`src/rtl/matmul_apb_pkg.sv`:
```
// Shared types and defaults for the matmul APB slave front-end.
package matmul_apb_pkg;

  localparam int unsigned DEF_DATA_WIDTH  = 32;
  localparam int unsigned DEF_BUS_WIDTH   = 64;
  localparam int unsigned DEF_ADDR_WIDTH  = 32;
  localparam int unsigned DEF_DEC_BITS    = 5;
  localparam int unsigned DEF_TIMEOUT_CYC = 16;

  localparam logic [DEF_DEC_BITS-1:0] DEF_FLAGS_OFF = 5'h0C;
  localparam logic [DEF_DEC_BITS-1:0] DEF_SP_OFF    = 5'h10;

  typedef enum logic [1:0] {
    ST_IDLE    = 2'd0,
    ST_WR      = 2'd1,
    ST_RD_WAIT = 2'd2,
    ST_DONE    = 2'd3
  } state_e;

endpackage

```
`src/rtl/apb_timeout_counter.sv`:
```
// Read-timeout counter: cleared by load, counts while enabled, flags the last allowed cycle.
module apb_timeout_counter #(
  parameter int unsigned TIMEOUT_CYC = 16
) (
  input  logic clk_i,
  input  logic rst_i,
  input  logic load_i,
  input  logic en_i,
  output logic expire_c
);

  localparam int unsigned CNT_W = $clog2(TIMEOUT_CYC + 1);

  logic [CNT_W-1:0] cnt_q;

  assign expire_c = en_i && (cnt_q == CNT_W'(TIMEOUT_CYC - 1));

  always_ff @(posedge clk_i or posedge rst_i) begin
    if (rst_i) begin
      cnt_q <= '0;
    end else if (load_i) begin
      cnt_q <= '0;
    end else if (en_i && !expire_c) begin
      cnt_q <= cnt_q + CNT_W'(1);
    end
  end

endmodule

```
`src/rtl/apb_matmul_slave_gen2.sv`:
```
// APB slave front-end of the matmul operand/flag memory with byte strobes,
// handshaked reads and address protection. Define APB_SLV_TIMEOUT_EN for a read timeout.
module apb_matmul_slave_gen2
  import matmul_apb_pkg::*;
#(
  parameter int unsigned DATA_WIDTH  = DEF_DATA_WIDTH,
  parameter int unsigned BUS_WIDTH   = DEF_BUS_WIDTH,
  parameter int unsigned ADDR_WIDTH  = DEF_ADDR_WIDTH,
  parameter int unsigned DEC_BITS    = DEF_DEC_BITS,
  parameter logic [DEC_BITS-1:0] FLAGS_OFF = DEF_FLAGS_OFF,
  parameter logic [DEC_BITS-1:0] SP_OFF    = DEF_SP_OFF,
  parameter int unsigned TIMEOUT_CYC = DEF_TIMEOUT_CYC,
  localparam int unsigned STRB_WIDTH = BUS_WIDTH / 8
) (
  input  logic                  clk_i,
  input  logic                  rst_i,
  input  logic                  psel_i,
  input  logic                  penable_i,
  input  logic                  pwrite_i,
  input  logic [ADDR_WIDTH-1:0] paddr_i,
  input  logic [BUS_WIDTH-1:0]  pwdata_i,
  input  logic [STRB_WIDTH-1:0] pstrb_i,
  input  logic                  start_bit_i,
  output logic                  pready_o,
  output logic                  pslverr_o,
  output logic [BUS_WIDTH-1:0]  prdata_o,
  output logic                  busy_o,
  output logic [ADDR_WIDTH-1:0] mem_addr_o,
  output logic [BUS_WIDTH-1:0]  mem_wdata_o,
  output logic [STRB_WIDTH-1:0] mem_wstrb_o,
  output logic                  mem_we_o,
  output logic                  mem_re_o,
  input  logic [BUS_WIDTH-1:0]  mem_rdata_i,
  input  logic                  mem_rvalid_i
);

  if ((BUS_WIDTH % 8 != 0) || (DATA_WIDTH > BUS_WIDTH) || (DEC_BITS > ADDR_WIDTH) ||
      (TIMEOUT_CYC < 1)) begin : g_param_check
    $error("apb_matmul_slave_gen2: inconsistent parameters");
  end

  state_e state_q, state_d;

  logic [ADDR_WIDTH-1:0] addr_q;
  logic [BUS_WIDTH-1:0]  wdata_q;
  logic [BUS_WIDTH-1:0]  rdata_q;
  logic [STRB_WIDTH-1:0] strb_q;
  logic                  err_q;

  logic setup_c;
  logic err_setup_c;
  logic wr_go_c;
  logic rd_req_c;
  logic timeout_c;

  assign setup_c  = psel_i & ~penable_i;
  assign wr_go_c  = (state_q == ST_WR) & ~err_q;
  assign rd_req_c = (state_q == ST_RD_WAIT) & ~err_q;

  // Protection decode evaluated on the setup phase
  always_comb begin
    err_setup_c = start_bit_i;
    if (pwrite_i) begin
      err_setup_c = start_bit_i | (paddr_i[DEC_BITS-1:0] == FLAGS_OFF) |
                    (paddr_i[DEC_BITS-1:0] >= SP_OFF);
    end else begin
      err_setup_c = start_bit_i | (pstrb_i != '0);
    end
  end

`ifdef APB_SLV_TIMEOUT_EN
  apb_timeout_counter #(
    .TIMEOUT_CYC (TIMEOUT_CYC)
  ) u_timeout (
    .clk_i    (clk_i),
    .rst_i    (rst_i),
    .load_i   (state_q == ST_IDLE),
    .en_i     (rd_req_c & ~mem_rvalid_i),
    .expire_c (timeout_c)
  );
`else
  assign timeout_c = 1'b0;
`endif

  always_ff @(posedge clk_i or posedge rst_i) begin
    if (rst_i) begin
      state_q <= ST_IDLE;
    end else begin
      state_q <= state_d;
    end
  end

  // Dropping psel outside IDLE aborts the transfer
  always_comb begin
    state_d = state_q;
    case (state_q)
      ST_IDLE: begin
        if (setup_c) begin
          state_d = pwrite_i ? ST_WR : ST_RD_WAIT;
        end
      end
      ST_WR: begin
        state_d = psel_i ? ST_DONE : ST_IDLE;
      end
      ST_RD_WAIT: begin
        if (!psel_i) begin
          state_d = ST_IDLE;
        end else if (err_q || mem_rvalid_i || timeout_c) begin
          state_d = ST_DONE;
        end
      end
      ST_DONE: begin
        if (!psel_i || penable_i) begin
          state_d = ST_IDLE;
        end
      end
      default: state_d = ST_IDLE;
    endcase
  end

  // Transfer context captured at setup; read data and timeout error land here later
  always_ff @(posedge clk_i or posedge rst_i) begin
    if (rst_i) begin
      addr_q  <= '0;
      wdata_q <= '0;
      strb_q  <= '0;
      rdata_q <= '0;
      err_q   <= 1'b0;
    end else if ((state_q == ST_IDLE) && setup_c) begin
      addr_q  <= paddr_i;
      wdata_q <= pwdata_i;
      strb_q  <= pstrb_i;
      rdata_q <= '0;
      err_q   <= err_setup_c;
    end else if (rd_req_c && mem_rvalid_i) begin
      rdata_q <= mem_rdata_i;
    end else if (rd_req_c && timeout_c) begin
      err_q   <= 1'b1;
    end
  end

  always_comb begin
    pready_o    = 1'b0;
    pslverr_o   = 1'b0;
    prdata_o    = '0;
    busy_o      = (state_q != ST_IDLE);
    mem_we_o    = wr_go_c;
    mem_re_o    = rd_req_c;
    mem_addr_o  = '0;
    mem_wdata_o = '0;
    mem_wstrb_o = '0;
    if (wr_go_c || rd_req_c) begin
      mem_addr_o = addr_q;
    end
    if (wr_go_c) begin
      mem_wdata_o = wdata_q;
      mem_wstrb_o = strb_q;
    end
    if (state_q == ST_DONE) begin
      pready_o  = 1'b1;
      pslverr_o = err_q;
      prdata_o  = rdata_q;
    end
  end

endmodule

```
`config.mk`:
```
export PLATFORM = sky130hd
export DESIGN_NAME = apb_matmul_slave_gen2
export DESIGN_NICKNAME = d
export VERILOG_FILES = /design/src/rtl/matmul_apb_pkg.sv /design/src/rtl/apb_timeout_counter.sv /design/src/rtl/apb_matmul_slave_gen2.sv
export SDC_FILE = /design/constraint.sdc
export NUM_CORES = 1
export LEC_CHECK = 0
export CORE_AREA = 4 4 132 134
export DETAILED_ROUTE_END_ITERATION = 6
export DIE_AREA = 0 0 136 138
export DONT_BUFFER_PORTS = 1
export PLACE_DENSITY = 0.7
export SYNTH_ARGS = -nofsm -noshare
export SYNTH_HDL_FRONTEND = slang
export SYNTH_SLANG_ARGS = --single-unit
```
`constraint.sdc`:
```
create_clock -name clk_i -period 7.05 [get_ports clk_i]
set_input_delay 2.115 -clock clk_i [delete_from_list [all_inputs] [get_ports clk_i]]
set_output_delay 2.115 -clock clk_i [all_outputs]
set_load 0.01 [all_outputs]
```
==> results of run 1 <==
[flip-flops by register name, summed over array words and instances, names as in the netlist]
signal and cells:
rdata_q 64, wdata_q 64, addr_q 32, strb_q 8, state_q 2, err_q 1
[kinds of logic (layout without fill, tap and decap cells)]
kind of cell	Yosys count	count (layout)	synth area share, %
compound gates	71	71	7.992
buf+inv	50	44	3.889
other cells	0	1	0
simple gates	184	184	15.26
flops	171	171	56.35
mux	106	106	15.69
fa+ha+maj	5	5	0.8239
[worst paths after layout]
path                             start         endpoint  slack, ns  cells after the start
max                         state_q[1]  mem_wdata_o[60]       2.52                      4
min                        wdata_q[12]      wdata_q[12]       0.49                      1
max reg2reg                 state_q[0]      rdata_q[53]       4.36                      5
min reg2reg                wdata_q[12]      wdata_q[12]       0.49                      1
max in group asynchronous        rst_i      rdata_q[56]       4.25                      2
min in group asynchronous        rst_i       rdata_q[7]       1.63                      1
[final cells by class]
type / instances / area, µm² / share of cell area, %
Inverter: 6 / 27.53 / 0.3329
Antenna cell: 1 / 2.502 / 0.03026
Clock buffer: 23 / 488.0 / 5.901
Tap cell: 220 / 275.3 / 3.329
Timing Repair Buffer: 6 / 45.04 / 0.5447
Sequential cell: 171 / 4279 / 51.75
Multi-Input combinational cell: 366 / 3042 / 36.78
Clock inverter: 9 / 110.1 / 1.332
[where the power goes]
| part | leakage, µW | internal [µW] | total, µW | switching [µW] |
|---|---|---|---|---|
| clock network | 0.000298 | 561 | 934 | 373 |
| registers | 0.00214 | 1470 | 1730 | 260 |
| logic | 0.00133 | 487 | 924 | 437 |
[cells in the final DEF (no fill, tap or decap), types with 3 or more instances in the layout]
master / n
and2_1: 169
clkbuf_8: 4
dfrtp_1: 171
mux2_2: 85
inv_1: 5
mux2_1: 19
clkbuf_16: 17
a22o_1: 64
ha_1: 4
clkinv_2: 3
buf_4: 6
clkinv_4: 3
[metrics by stage]
stage | hold WS [ns] | total power [µW] | instances
floorplan | 0.4418 | 2457 | 587
global placement | 0.4656 | 2603 | 769
detailed placement | 0.4771 | 2682 | 769
CTS | 0.4907 | 3629 | 801
global route | 0.5059 | 3815 | 802
finish | 0.4863 | 3586 | 802
[metal layers]
metal  wire length (µm)  global-route usage [%]  share of wire [%]
met5                 13                       0              0.074
met4                513                   8.223                2.9
met3               1385                   5.560                7.9
met2               9066                   31.76                 52
met1               6597                   21.86                 38
==> impl_results.md, run 1 <==
- Yosys top cell by area: dfrtp_1
- Clock buffer depth: 2
- Synth cell types: 29
- Pin count of the biggest net entering global routing: 85
- Worst EP required: 4.93 ns
- Count of final setup violators: 0
- Most common cell in the netlist: dfrtp_1
- Max-Cap Viols: 0
- Number of synthesized flops with an enable pin: 0
- Static leakage: 0.003763 µW
- Final wirelength: 17580 µm
- Routed Antenna Nets: 0
- Crit path max fanout: 73
- Asr flop ratio synth: 100.0%
- CP Buf/Inv Count: 1
- Layout cell share with drive strength beyond 1: 21.86%
- Die Ht: 138 µm
- Smallest setup slack after layout: approximately 2.5 ns
- Top cells by area, synth: dfrtp_1 (56%), and2_1 (14%), mux2_2 (13%), a22o_1 (7.4%), mux2_1 (2.8%)
- GRT overflow: 0
- YS warnings: 0
- Max Slew Vio Count: 0
- Fin. Hold Viols: 0
- Final period utilization: 64.20%
- Max-slew headroom: 21.36%
- Worst slew pin tran: about 1.2 ns
- Hold WC Path Type: flip-flop to flip-flop
- Outcome: complete, no violations
- Htree depth: 4
- Finished Cell Area: 8269 µm²
- Synth Flop Type: dfrtp_1
- Avg Inst Size Synth: 12.94 µm²
- CP peak stage delay: ~0.90 ns
- Critical Path Start Type: flip-flop
- Final critical-path required period: 4.526 ns
- Vias/cell: 5.555
- Mapped Nets: roughly 770
- Vias: about 4.5k
- Post-synth top cells: dfrtp_1 (171), and2_1 (169), mux2_2 (85), a22o_1 (64), mux2_1 (19)
- GRT Resource Usage Total: a little under a fifth
- Core area: roughly 16000 µm²
- Vias in the first global route: 4813
- Dpl hpwl: 12860 µm
- Routed WL per cell: about 22 µm
- Full die area: approximately 19000 µm²
- Fin Clk Skew: 0.01185 ns
- Pwr Density: 433.7 nW/µm²
- Clk root buf: clkbuf_16
- WS Path Type: flip-flop to primary output
- Num rows: 47
- Critical path's top delay family: simple AND/OR/NAND/NOR gates
- Critical-path top delay cell: nor2b_4
- Initial DRC Count: 223
- CTS clk-pin slew, worst paths: roughly 0.06 ns
- Die W: around 140 µm
- Fmax: 221.0 MHz
- Worst skew pair latency: 0.42 ns
- Fillcell total: 1389
- FF+latch count, synth: 171
- Sequential area share after synthesis: between 50% and 60%
- Placed Area: ~7700 µm²
- Final Net Count: around 750
- Post-CTS resize count: 0
- Critical path cell sequence: inv_1 -> ha_1 -> nor2b_4 -> and2_1
- Post-CTS Hold Fix Bufs: 0
- CP Capture Type: primary output
- TritonRoute pass-1 iters: 4
- CTS tree: done
- Initial Util: 46.62%
- Port bufs: 0
- Cells after Synth: approximately 590
- Number of buffers created by CTS: 17
- Final Core Density: 50.76%
- First-pass GRT wire length: 27740 µm
- Antenna violations before repair: 2
- Setup TNS: 0 ns
- Peak VDD IR: 0.1695 mV
- Clock sinks: between 150 and 200
- P&R area growth vs syn: 8.898%
- Number of setup buffers added after CTS: 0
- CP Data Arrival Time: 2.41 ns
- Gpl congestion: 0.8010
- RSZ-0062 raised after global routing: false
- Io pins: around 350
- Drt drc: 0
- Worst slack, placed: 2.908 ns
- Share of the synthesized area in the top cell type: between 50% and 60%
- Mapped Area: 7594 µm²
No activity file was read; power rests on OpenSTA's default activity.
==> run 2: changes to the inputs <==
==> constraint.sdc (replaced) <==
create_clock -name clk_i -period 4.05 [get_ports clk_i]
set_input_delay 1.215 -clock clk_i [delete_from_list [all_inputs] [get_ports clk_i]]
set_output_delay 1.215 -clock clk_i [all_outputs]
set_load 0.01 [all_outputs]
==> impl_results.md, run 2 (same netlist as run 1, synthesis figures left out) <==
- Final critical-path required period: 3.242 ns
- CP peak stage delay: 0.44 ns (-0.46 ns)
- Finished Layout Cells: 805 (+0.37%)
- GRT overflow: 0 (unchanged)
- Critical-path top delay cell: buf_4
- Hold WC Path Type: flip-flop to flip-flop
- Peak VDD IR: 0.3878 mV (+130%)
- CTS clk-pin slew, worst paths: 0.06 ns (about the same)
- Critical Path Start Type: flip-flop
- Layout cell share with drive strength beyond 1: 22.60% (+0.74 points)
- Fmax: 308.4 MHz
- Final Net Count: 751 (+0.40%)
- Setup TNS: 0 ns (unchanged)
- CP Capture Type: primary output
- Pwr Density: 756.2 nW/µm² (+74%)
- Routed WL per cell: 21.95 µm (+0.14%)
- Worst EP required: 2.83 ns (-2.10 ns)
- Critical path cell sequence: inv_1 -> ha_1 -> nor2b_4 -> buf_4 -> and2_1
- Final period utilization: 80.06%
- Core area: 16290 µm² (unchanged)
- Number of buffers created by CTS: 17 (unchanged)
- Static leakage: 0.003799 µW (+0.96%)
- Die W: 136 µm (unchanged)
- Worst slew pin tran: 1.172 ns (-0.007508 ns)
- Most frequent cells in the layout: dfrtp_1 (171), and2_1 (169), mux2_2 (85)
- Crit path max fanout: 73 (unchanged)
- GRT Resource Usage Total: 18.45% (-0.27 points)
- Initial Util: 46.62% (unchanged)
- Clock buffer depth: 2 (unchanged)
- P&R area growth vs syn: 10.15%
- Grt met2 use: 30.87% (-0.89 points)
- Port bufs: 0 (unchanged)
- CP Buf/Inv Count: 2 (+1)
- Outcome: complete, no violations
- Clock sinks: 171 (unchanged)
- Max-slew headroom: 21.86% (+0.50 points)
- Max-Cap Viols: 0 (unchanged)
- Vias/cell: 5.553 (about the same)
- WS Path Type: flip-flop to primary output
- Final wirelength: 17670 µm (+0.51%)
- Dpl hpwl: 12750 µm (-0.79%)
- Htree depth: 4 (unchanged)
- Pin count of the biggest net entering global routing: 109 (+28%)
- CP Data Arrival Time: 2.03 ns (-0.38 ns)
- Vias in the first global route: 4747 (-1.4%)
- Io pins: 348 (unchanged)
- Worst r2r path cells: 5 (unchanged)
- Routed Antenna Nets: 0 (unchanged)
- Drt drc: 0 (unchanged)
- Tot Pwr: 6325 µW (+76%)
- Die Ht: 138 µm (unchanged)
- Gpl congestion: 0.7835 (-2.2%)
- Antenna violations before repair: 0 (-2)
- Clk root buf: clkbuf_16
- TritonRoute pass-1 iters: 4 (unchanged)
- Worst skew pair latency: 0.42 ns (about the same)
- RSZ-0062 raised after global routing: false
- CTS tree: done
- Met1 usage: 21.20% (-0.67 points)
- GRT busiest layer: met2
- Count of final setup violators: 0 (unchanged)
- Fin. Hold Viols: 0 (unchanged)
- Critical path's top delay family: buffers and inverters
- Post-CTS Hold Fix Bufs: 0 (unchanged)
- First-pass GRT wire length: 27140 µm (-2.2%)
- Max Slew Vio Count: 0 (unchanged)
- Placed cells: 772 (+0.39%)
- Most common cell after layout, fill and taps aside: dfrtp_1
- Num rows: 47 (unchanged)
- Fin Clk Skew: 0.01080 ns (-0.001047 ns)
- Initial DRC Count: 286 (+28%)
- Routing usage on met3: 6.904% (+1.3 points)
- Post-CTS resize count: 0 (unchanged)
- Fillcell total: 1371 (-1.3%)
- Top flop regs: rdata_q x64, wdata_q x64, addr_q x32
- Critical path depth: 5 (+1)
- Number of setup buffers added after CTS: 0 (unchanged)
- Worst Hold Depth: 1 (unchanged)
- Vias: 4470 (+0.34%)
- Full die area: 18770 µm² (unchanged)
[run 2: cell types whose count changed in the layout (fill, tap and decap cells not counted), sizes merged]
cell and delta:
buf +3, bufinv +1, clkbuf -2, clkinv -4, clkinvlp +3, inv +2
[run 2: final cells by class]
type	instances	area, µm²	share of cell area [%]
Tap cell	220	275.3	3.291
Clock inverter	11	153.9	1.840
Antenna cell	1	2.502	0.02992
Sequential cell	171	4279	51.16
Clock buffer	21	480.5	5.744
Timing Repair Buffer	9	105.1	1.257
Multi-Input combinational cell	366	3042	36.37
Inverter	6	26.28	0.3141
[run 2: worst paths after layout]
kind,startpoint,to,slack (ns)
worst min-delay path,wdata_q[3],wdata_q[3],0.49
max in group asynchronous,rst_i,rdata_q[60],2.46
worst max-delay path,state_q[1],mem_wdata_o[57],0.81
worst max register to register,state_q[0],rdata_q[22],1.31
min in group asynchronous,rst_i,rdata_q[17],0.81
worst min register to register,wdata_q[3],wdata_q[3],0.49
[run 2: per-layer routing]
layer / wire [µm] / share of wire (%)
met1: 6591 / 37
met2: 9077 / 51
met3: 1512 / 8.6
met4: 485 / 2.7
met5: 0 / 0
[run 2: power breakdown]
group	leakage (µW)	switching [µW]	internal [µW]	total [µW]
Combinational	0.00135	775	853	1630
Clock	0.000307	671	1050	1720
Sequential	0.00214	427	2550	2980
[run 2: through the flow]
step / cell area (µm²) / worst slack [ns] / hold slack [ns] / util (%)
final: 8364 / 0.8075 / 0.4883 / 51.35
after global placement: 7727 / 1.126 / 0.4660 / 47.44
after CTS: 8362 / 0.7681 / 0.4905 / 51.33
after floorplan: 7597 / 0.6523 / 0.4418 / -
after detailed placement: 7727 / 1.030 / 0.4759 / 47.44
after global routing: 8362 / 0.6386 / 0.5038 / 51.33
